$ cat src/rtl/hazard_pkg.sv
// -----------------------------------------------------------------------------
// hazard_pkg
// Shared types and constants for the hazard control unit of the 5-stage
// 24-bit core.
//   hc_state_t : sequencer state (RUN, BRFLUSH, MEMWAIT)
//   fwd_sel_t  : operand source select, FWD_RF/FWD_EX/FWD_MEM/FWD_WB
//   MATCH_*    : bit positions inside the per-source {ex,mem,wb} match vector
//   pickFwd    : youngest-stage-wins forward selection for one source
// -----------------------------------------------------------------------------
package hazard_pkg;

  typedef enum logic [1:0] {
    RUN     = 2'd0,
    BRFLUSH = 2'd1,
    MEMWAIT = 2'd2
  } hc_state_t;

  typedef logic [1:0] fwd_sel_t;

  localparam fwd_sel_t FWD_RF  = 2'b00;
  localparam fwd_sel_t FWD_EX  = 2'b01;
  localparam fwd_sel_t FWD_MEM = 2'b10;
  localparam fwd_sel_t FWD_WB  = 2'b11;

  localparam int MATCH_EX  = 2;
  localparam int MATCH_MEM = 1;
  localparam int MATCH_WB  = 0;

  // exUsable is low when the execute-stage result is a load that has not
  // returned yet; the execute match is then skipped and the load-use stall
  // covers the gap.
  function automatic fwd_sel_t pickFwd(input logic [2:0] match, input logic exUsable);
    fwd_sel_t sel;
    sel = FWD_RF;
    if (match[MATCH_EX] && exUsable) begin
      sel = FWD_EX;
    end else if (match[MATCH_MEM]) begin
      sel = FWD_MEM;
    end else if (match[MATCH_WB]) begin
      sel = FWD_WB;
    end
    return sel;
  endfunction

endpackage

$ cat src/rtl/hazard_match.sv
// -----------------------------------------------------------------------------
// hazard_match
// Combinational RAW comparator between the decode-stage sources and the
// execute/memory/writeback destinations. All 16 registers are writable, so
// register 0 is compared like any other.
// Ports:
//   rs1, rs2, rs1Used, rs2Used : decode-stage sources and their use flags
//   exWe/exDest, memWe/memDest, wbWe/wbDest : stage write enables and targets
//   matchA, matchB : per-source {ex,mem,wb} match vectors (see MATCH_*)
// -----------------------------------------------------------------------------
module hazard_match
  import hazard_pkg::*;
#(
  parameter int REG_AW = 4
) (
  input  logic [REG_AW-1:0] rs1,
  input  logic [REG_AW-1:0] rs2,
  input  logic              rs1Used,
  input  logic              rs2Used,
  input  logic              exWe,
  input  logic [REG_AW-1:0] exDest,
  input  logic              memWe,
  input  logic [REG_AW-1:0] memDest,
  input  logic              wbWe,
  input  logic [REG_AW-1:0] wbDest,
  output logic [2:0]        matchA,
  output logic [2:0]        matchB
);

  always_comb begin
    matchA = '0;
    matchB = '0;
    matchA[MATCH_EX]  = rs1Used && exWe  && (rs1 == exDest);
    matchA[MATCH_MEM] = rs1Used && memWe && (rs1 == memDest);
    matchA[MATCH_WB]  = rs1Used && wbWe  && (rs1 == wbDest);
    matchB[MATCH_EX]  = rs2Used && exWe  && (rs2 == exDest);
    matchB[MATCH_MEM] = rs2Used && memWe && (rs2 == memDest);
    matchB[MATCH_WB]  = rs2Used && wbWe  && (rs2 == wbDest);
  end

endmodule

$ cat src/rtl/hazard_control_unit.sv
// -----------------------------------------------------------------------------
// hazard_control_unit
// Pipeline sequencer for the 5-stage 24-bit core. Produces stall, flush and
// operand-forward selects for the registers around the execute stage.
// Priority each cycle: mem_busy > ex_pcWe > data stall > forward.
// Build option: define FORWARDING_EN to forward ex/mem/wb results (only a
// load-use stalls); without it fwd_sel_* stay 00 and any ex/mem RAW stalls.
// Ports:
//   clk, reset            : clock, synchronous active-high reset
//   dec_*                 : decode-stage sources and use flags
//   ex_/mem_/wb_*         : stage write enables and destinations
//   ex_writeRegFromAlu    : 1 ALU result, 0 load (data arrives a stage late)
//   ex_pcWe               : taken branch resolved in execute
//   mem_busy              : data memory wait state
//   fetch_stall, decode_stall, decode_flush, execute_flush, pipe_hold
//   fwd_sel_a, fwd_sel_b  : operand sources (FWD_RF/EX/MEM/WB)
//   mem_timeout           : sticky flag, memory busy for MEM_TIMEOUT cycles
//   dbgState              : current sequencer state
// -----------------------------------------------------------------------------
module hazard_control_unit
  import hazard_pkg::*;
#(
  parameter int REG_AW         = 4,
  parameter int BRANCH_PENALTY = 2,
  parameter int MEM_TIMEOUT    = 15
) (
  input  logic              clk,
  input  logic              reset,
  input  logic [REG_AW-1:0] dec_rs1,
  input  logic [REG_AW-1:0] dec_rs2,
  input  logic              dec_rs1_used,
  input  logic              dec_rs2_used,
  input  logic              ex_regWe,
  input  logic              ex_writeRegFromAlu,
  input  logic [REG_AW-1:0] ex_regToWrite,
  input  logic              mem_regWe,
  input  logic [REG_AW-1:0] mem_regToWrite,
  input  logic              wb_regWe,
  input  logic [REG_AW-1:0] wb_regToWrite,
  input  logic              ex_pcWe,
  input  logic              mem_busy,
  output logic              fetch_stall,
  output logic              decode_stall,
  output logic              decode_flush,
  output logic              execute_flush,
  output logic              pipe_hold,
  output logic [1:0]        fwd_sel_a,
  output logic [1:0]        fwd_sel_b,
  output logic              mem_timeout,
  output hc_state_t         dbgState
);

  localparam logic [7:0] BR_RELOAD = 8'(BRANCH_PENALTY - 1);
  localparam logic [7:0] MEM_LIMIT = 8'(MEM_TIMEOUT);

  hc_state_t  state, stateNext, effState;
  logic [7:0] cnt, cntNext, effCnt, busyBase, busyCnt;
  logic [7:0] brCnt, brCntNext;
  logic       brPending, brPendingNext;
  logic       memTimeoutNext;
  logic [2:0] matchA, matchB;
  logic       dataStall;
  fwd_sel_t   fwdA, fwdB;

  hazard_match #(.REG_AW(REG_AW)) u_match (
    .rs1     (dec_rs1),
    .rs2     (dec_rs2),
    .rs1Used (dec_rs1_used),
    .rs2Used (dec_rs2_used),
    .exWe    (ex_regWe),
    .exDest  (ex_regToWrite),
    .memWe   (mem_regWe),
    .memDest (mem_regToWrite),
    .wbWe    (wb_regWe),
    .wbDest  (wb_regToWrite),
    .matchA  (matchA),
    .matchB  (matchB)
  );

`ifdef FORWARDING_EN
  always_comb begin
    fwdA      = pickFwd(matchA, ex_writeRegFromAlu);
    fwdB      = pickFwd(matchB, ex_writeRegFromAlu);
    dataStall = (matchA[MATCH_EX] || matchB[MATCH_EX]) && !ex_writeRegFromAlu;
  end
`else
  // The regfile writes in the first half-cycle, so a wb match never stalls.
  logic unusedFwdInputs;
  always_comb begin
    fwdA            = FWD_RF;
    fwdB            = FWD_RF;
    dataStall       = matchA[MATCH_EX] || matchA[MATCH_MEM] ||
                      matchB[MATCH_EX] || matchB[MATCH_MEM];
    unusedFwdInputs = ^{ex_writeRegFromAlu, matchA[MATCH_WB], matchB[MATCH_WB]};
  end
`endif

  // Once memory is ready, MEMWAIT behaves as the state it interrupted, so a
  // branch squash suspended by a wait resumes in the release cycle itself.
  always_comb begin
    effState = state;
    effCnt   = cnt;
    if (state == MEMWAIT) begin
      effState = brPending ? BRFLUSH : RUN;
      effCnt   = brCnt;
    end
    busyBase = (state == MEMWAIT) ? cnt : 8'd0;
    busyCnt  = (busyBase == 8'hFF) ? 8'hFF : busyBase + 8'd1;
  end

  always_comb begin
    stateNext      = state;
    cntNext        = cnt;
    brCntNext      = brCnt;
    brPendingNext  = brPending;
    memTimeoutNext = mem_timeout;
    fetch_stall    = 1'b0;
    decode_stall   = 1'b0;
    decode_flush   = 1'b0;
    execute_flush  = 1'b0;
    pipe_hold      = 1'b0;
    fwd_sel_a      = fwdA;
    fwd_sel_b      = fwdB;

    if (mem_busy) begin
      fetch_stall  = 1'b1;
      decode_stall = 1'b1;
      pipe_hold    = 1'b1;
      stateNext    = MEMWAIT;
      cntNext      = busyCnt;
      if (state == BRFLUSH) begin
        brPendingNext = 1'b1;
        brCntNext     = cnt;
      end else if (state == RUN) begin
        brPendingNext = 1'b0;
        brCntNext     = 8'd0;
      end
      if (busyCnt == MEM_LIMIT) begin
        memTimeoutNext = 1'b1;
      end
    end else begin
      brPendingNext = 1'b0;
      brCntNext     = 8'd0;
      if (ex_pcWe) begin
        // A taken branch squashes decode, so any data stall there is moot.
        decode_flush  = 1'b1;
        execute_flush = 1'b1;
        cntNext       = BR_RELOAD;
        stateNext     = (BR_RELOAD == 8'd0) ? RUN : BRFLUSH;
      end else if (effState == BRFLUSH) begin
        decode_flush = 1'b1;
        if (effCnt <= 8'd1) begin
          stateNext = RUN;
          cntNext   = 8'd0;
        end else begin
          stateNext = BRFLUSH;
          cntNext   = effCnt - 8'd1;
        end
      end else begin
        stateNext = RUN;
        cntNext   = 8'd0;
        if (dataStall) begin
          fetch_stall   = 1'b1;
          decode_stall  = 1'b1;
          execute_flush = 1'b1;
        end
      end
    end

    if (reset) begin
      fetch_stall   = 1'b0;
      decode_stall  = 1'b0;
      pipe_hold     = 1'b0;
      decode_flush  = 1'b1;
      execute_flush = 1'b1;
      fwd_sel_a     = FWD_RF;
      fwd_sel_b     = FWD_RF;
    end
  end

  always_ff @(posedge clk) begin
    if (reset) begin
      state       <= RUN;
      cnt         <= 8'd0;
      brCnt       <= 8'd0;
      brPending   <= 1'b0;
      mem_timeout <= 1'b0;
    end else begin
      state       <= stateNext;
      cnt         <= cntNext;
      brCnt       <= brCntNext;
      brPending   <= brPendingNext;
      mem_timeout <= memTimeoutNext;
    end
  end

  assign dbgState = state;

endmodule

$ cat config.mk
export PLATFORM = sky130hd
export DESIGN_NAME = hazard_control_unit
export DESIGN_NICKNAME = d
export VERILOG_FILES = /design/src/rtl/hazard_pkg.sv /design/src/rtl/hazard_match.sv /design/src/rtl/hazard_control_unit.sv
export SDC_FILE = /design/constraint.sdc
export NUM_CORES = 1
export LEC_CHECK = 0
export ABC_AREA = 1
export CAP_MARGIN = 30
export CORE_ASPECT_RATIO = 1.25
export CORE_MARGIN = 5
export CORE_UTILIZATION = 52
export CTS_CLUSTER_SIZE = 40
export DETAILED_ROUTE_END_ITERATION = 7
export PLACE_DENSITY = 0.85
export SLEW_MARGIN = 10
export SYNTH_ARGS = -nofsm -noshare
export SYNTH_HDL_FRONTEND = slang
export SYNTH_SLANG_ARGS = --single-unit
export TNS_END_PERCENT = 10
$ cat constraint.sdc
create_clock -name clk -period 5.15 [get_ports clk]
set_clock_uncertainty 0.15 [all_clocks]
set_input_delay 0.7725 -clock clk [delete_from_list [all_inputs] [get_ports clk]]
set_output_delay 0.7725 -clock clk [all_outputs]
set_load 0.02 [all_outputs]
After elaboration in Yosys (flattened, before gate mapping)
Cells that the tools add are included.
{"block": "totals", "regBits": 20, "output_inout_bits": 12, "elab_cells": 66}
{"block": "op_classes", "add_sub_neg": 2, "n_lt_le_gt_ge": 1, "n_eq_ne": 9, "n_mux": 31, "bitwise": 1, "n_reduce_logical": 16}
{"op": "$mux W8", "n": 9}
{"op": "$mux W1", "n": 18}
{"op": "$eq A4 B4 Y1", "n": 4}
{"op": "$add A8 B1 Y8 const B", "n": 1}
{"op": "$eq A8 B4 Y1 const B", "n": 1}
{"op": "$eq A8 B8 Y1 const B", "n": 1}
{"op": "$le A8 B1 Y1 const B", "n": 1}
{"op": "$logic_and A1 B1 Y1", "n": 8}
{"op": "$mux W2", "n": 4}
{"op": "$sub A8 B1 Y8 const B", "n": 1}
{"op": "$eq A2 B1 Y1 const B", "n": 2}
{"op": "$reduce_or A2 Y1", "n": 2}
{"op": "$logic_or A1 B1 Y1", "n": 3}
{"op": "$eq A2 B2 Y1 const B", "n": 1}
{"op": "$logic_not A2 Y1", "n": 1}
{"op": "$reduce_and A2 Y1", "n": 1}
{"op": "$reduce_bool A2 Y1", "n": 1}
{"op": "$not A1 Y1", "n": 1}

Logic depth before layout (Yosys ltp)
{"block": "depth", "depth_word": 10, "depth_mapped": 14, "ltp_nobuf": 13}

Cells and area by module
Synthesis repeated with hierarchy kept, for this count alone.
{"block": "unflattened", "cells_unflattened": 323, "area_unflattened_um2": 1810.5}
{"module": "hazard_control_unit", "n_inst": 1, "cells_per_inst": 215, "area_each_um2": 1373.8, "seq_area_each_um2": 400.4}
{"module": "hazard_match", "n_inst": 1, "cells_per_inst": 108, "area_each_um2": 436.7, "seq_area_each_um2": 0.0}

Least setup slack after synthesis
No wires, ideal clock.
{"block": "synth_path", "kind": "input-to-output", "startpoint": "input port ex_regToWrite[0]", "endpoint": "output port fetch_stall", "arrival_ns": 1.718, "required_ns": 4.228, "setup_slack_ns": 2.510, "cell_stages": 10, "path_buffers": 1, "path_cell_list": "inv_1 > nor2_1 > nor3_1 > nand3_1 > nand2_1 > nor2_1 > nor2_1 > nand2_1 > nand2_1 > buf_4"}
{"block": "synth_between", "elab_chain_len": 10}
{"item": "from (decl)", "line": "hazard_control_unit.sv:35", "rtl": "input logic [REG_AW-1:0] ex_regToWrite,"}
{"item": "$eq A4 B4 Y1", "line": "hazard_match.sv:33", "rtl": "matchA[MATCH_EX] = rs1Used && exWe && (rs1 == exDest);"}
{"item": "$logic_and A1 B1 Y1", "line": "hazard_match.sv:33"}
{"item": "$logic_or A1 B1 Y1", "line": "hazard_control_unit.sv:92", "rtl": "dataStall = matchA[MATCH_EX] || matchA[MATCH_MEM] ||"}
{"item": "$logic_or A1 B1 Y1 *", "line": "hazard_control_unit.sv:92"}
{"item": "$logic_or A1 B1 Y1 *", "line": "hazard_control_unit.sv:93", "rtl": "matchB[MATCH_EX] || matchB[MATCH_MEM];"}
{"item": "$mux W1 * (5 in a row)"}
{"item": "to (decl)", "line": "hazard_control_unit.sv:42", "rtl": "output logic fetch_stall,"}
Every way passes the cells marked *; elsewhere a longest branch is shown, timed or not.

Worst setup path after layout
{"block": "layout_path", "startpoint": "register state[1], in the netlist dbgState[1]", "endpoint": "output port execute_flush"}
{"block": "layout_between", "elab_chain_len": 7}
{"item": "from (decl)", "line": "hazard_control_unit.sv:56", "rtl": "hc_state_t state, stateNext, effState;"}
{"item": "from (signal assigned)", "line": "hazard_control_unit.sv:189", "rtl": "state <= stateNext;"}
{"item": "$eq A2 B2 Y1", "line": "hazard_control_unit.sv:103", "rtl": "if (state == MEMWAIT) begin"}
{"item": "$mux W2 *", "line": "hazard_control_unit.sv:103"}
{"item": "$eq A2 B1 Y1 *", "line": "hazard_control_unit.sv:150", "rtl": "end else if (effState == BRFLUSH) begin"}
{"item": "$mux W1 *", "line": "hazard_control_unit.sv:150"}
{"item": "$mux W1 *", "line": "hazard_control_unit.sv:144", "rtl": "if (ex_pcWe) begin"}
{"item": "$mux W1 *", "line": "hazard_control_unit.sv:125", "rtl": "if (mem_busy) begin"}
{"item": "$mux W1 *", "line": "hazard_control_unit.sv:170", "rtl": "if (reset) begin"}
{"item": "to (decl)", "line": "hazard_control_unit.sv:45", "rtl": "output logic execute_flush,"}
Marked as above.

==> results.md <==
* Post-synthesis compound-gate area fraction at ~15%
* HPWL Detailed at between 3000 and 4000 um
* Post-synth EDFFs at 0
* Port bufs at 31
* Sequential area share after synthesis at about a quarter
* CP Capture Type: output pin
* Fillers at roughly 290
* Average cell area after synthesis at 5.88 sq um
* Synth area leaders: dfxtp_1, nand2_1, nor2_1
* Mapped Cells at around 270
* Worst path slowest cell: dfxtp_1
* Yosys warns at 0
* Fin. Hold Viols at 0
* WHS at 0.310 ns
* Root buffer cell: clkbuf_4
* Synth Area in XOR/XNOR at approximately 2.2%
* Layout cells sized above 1 at 9.63%
* Worst slew pin tran at around 0.85 ns
* Dominant cell type by area after synthesis: dfxtp_1
* Post-cts gate resize count at 0
* Static leakage at roughly 0.86 nW
* CTS Hold Buffers Added at 0
* GR Util All Layers at about a fifth
* Via density per instance at ~5.1
* Top_reg_cell synth: dfxtp_1
* Crit path kind: reg2out
* Rows at 22
* Total Power at between 0.3 and 0.4 mW
* Fin crit share at 70.2%
* Reg area at 400 sq um
* Die X at 59.6 um
* Clock slew at reported path FFs at around 0.12 ns
* Fin. max-slew vios at 0
* Global route overflow at 0
* Die ar. at about 4300 sq um
* N_diodes at 0
* Initial antenna violation count at 0
* Critical Path RT at between 4 and 5 ns
* Highest Clock Rate at about 0.28 GHz
* Vert. Die Dim at 72 um
* Synthesis-to-finish area growth at 21.1%
* Worst-path fanout max at 19
* CP cell instances: nor2_4 > a21oi_1 > a21oi_1 > nor2_1 > nor2_1 > nor2_1 > clkdlybuf4s50_1
* Initial Utilization at a little over half
* Vias at 1715
* Total Wirelength at around 3900 um
* Post-layout util at 65.8%
* Mapped cell area at 1600 sq um
* CP max stage delay at ~0.90 ns
* First-pass GRT wire length at ~6400 um
* Final min period at ~3.6 ns
* Nets at around 330
* Yosys top cell area share at 25.0%
* Clk_lat worst skew at 0.31 ns
* Post-synthesis cell type count at 29
* Buffer levels on the longest clock path at 2
* Final setup fails at 0
* Core area at 2950 sq um
* Clock Sink Count at 20
* Seq cells post-synth at 20
* H-tree level count at 1
* Worst hold path class: reg2reg
* Most frequent CP cell: nor2_1
* Synth top cells by count: nand2_1, nor2_1, inv_1
* Slew HR at approximately 43%
* Initial DRC Count at 76
* Multi-input gate area at around 1000 sq um
* TritonCTS Buffers at 3
* CTS tree: yes
* Critical path launch point type: flip-flop
* Post CTS Setup Buffer Count at 0
* Gpl congestion at between 0.9 and 1
* Ys async rst share at 0%
* Vias in the first global route at 1560
* Design Area, Final at ~1900 sq um
* Placed cell area at around 1900 sq um
* Antenna Nets Post-Route at 0
* Remaining DRCs at 0
* RSZ-0062 raised after global routing: no
* Max Cap Violations at 0
* CP Data Arrival Time at 2.69 ns
* Initial DRT Pass Iterations at 4
* Post-Synth Adder-Cell Area at less than 1%
* Pwr/cell area at around 180 nW/um^2
* Post-synthesis simple-gate area fraction at between 40 and 50%
* I/O pin count at between 40 and 50
* Mux share of post-synthesis cell area at 0%
* Wirelength per Cell at 11.6 um
* Setup TNS at 0 ns
* Outcome: complete, no violations
* Largest net degree at the start of global routing at 20
* Worst vdd ir at roughly 95 uV
* Largest family of logic cells by synthesized area: simple AND/OR/NAND/NOR gates
* Count leader, synth: nand2_1
cells in the final DEF (no fill, tap or decap), drive strengths merged, types with 16 or more instances in the layout:
master and instances:
nand2 94, a21oi 16, nor2 45, o21ai 22
dfxtp 20, clkdlybuf4s50 31, inv 32, nand3 17
final timing paths:
path | start | endpoint | slack [ns] | depth (start not counted)
worst max-delay path | dbgState[1] | execute_flush | 1.53 | 7
worst min-delay path | brCnt[3] | brCnt[3] | 0.31 | 2
worst max register to register | dbgState[1] | mem_timeout | 2.51 | 12
worst min register to register | brCnt[3] | brCnt[3] | 0.31 | 2
kinds of logic after synthesis:
kind of cell | count (synthesis)
AOI/OAI and AO/OA | 43
and+or+nand+nor | 161
buffers and inverters | 42
adders and majority gates | 1
xor gates and xnor gates | 4
other | 1
DFF | 20
registers in the layout, summed over array words and instances, names as in the netlist:
register     cells
mem_timeout      1
brCnt            8
cnt              8
brPending        1
dbgState         2
per-layer routing:
metal  vias to the layer above  global-route usage (%)  part of all wire (%)
li1                        909                       -                     -
met1                       738                    21.6                    40
met2                        54                    33.5                    50
met3                        14                    3.02                   6.4
met4                         0                    10.6                   3.0
met5                         -                       0                     0
area by class of cell:
type | instances | share of cell area (%)
Inverter | 32 | 6.33
Multi-Input combinational cell | 213 | 52.4
Sequential cell | 20 | 20.7
Tap cell | 36 | 2.33
Timing Repair Buffer | 32 | 16.4
Clock buffer | 4 | 1.87
metrics by stage:
step / setup WS (ns) / instances
2_1_floorplan: 2.51 / 275
3_3_place_gp: 1.51 / 333
3_5_place_dp: 1.52 / 333
4_1_cts: 1.50 / 337
5_1_grt: 1.37 / 337
6_report: 1.53 / 337
report_power, final:
part	total, mW	switching (mW)	internal, mW
clock	0.0963	0.0531	0.0432
combinational	0.0831	0.0463	0.0369
sequential	0.161	0.00433	0.157
critical path: cells and delay by family (launching register included):
kind | cells | cell delay, ns
AND/OR/NAND/NOR | 4 | 0.53
flip-flops | 1 | 0.90
buffers and inverters | 1 | 0.61
AO/OA/AOI/OAI | 2 | 0.33
Note: power is estimated with default switching activity, not from simulation.
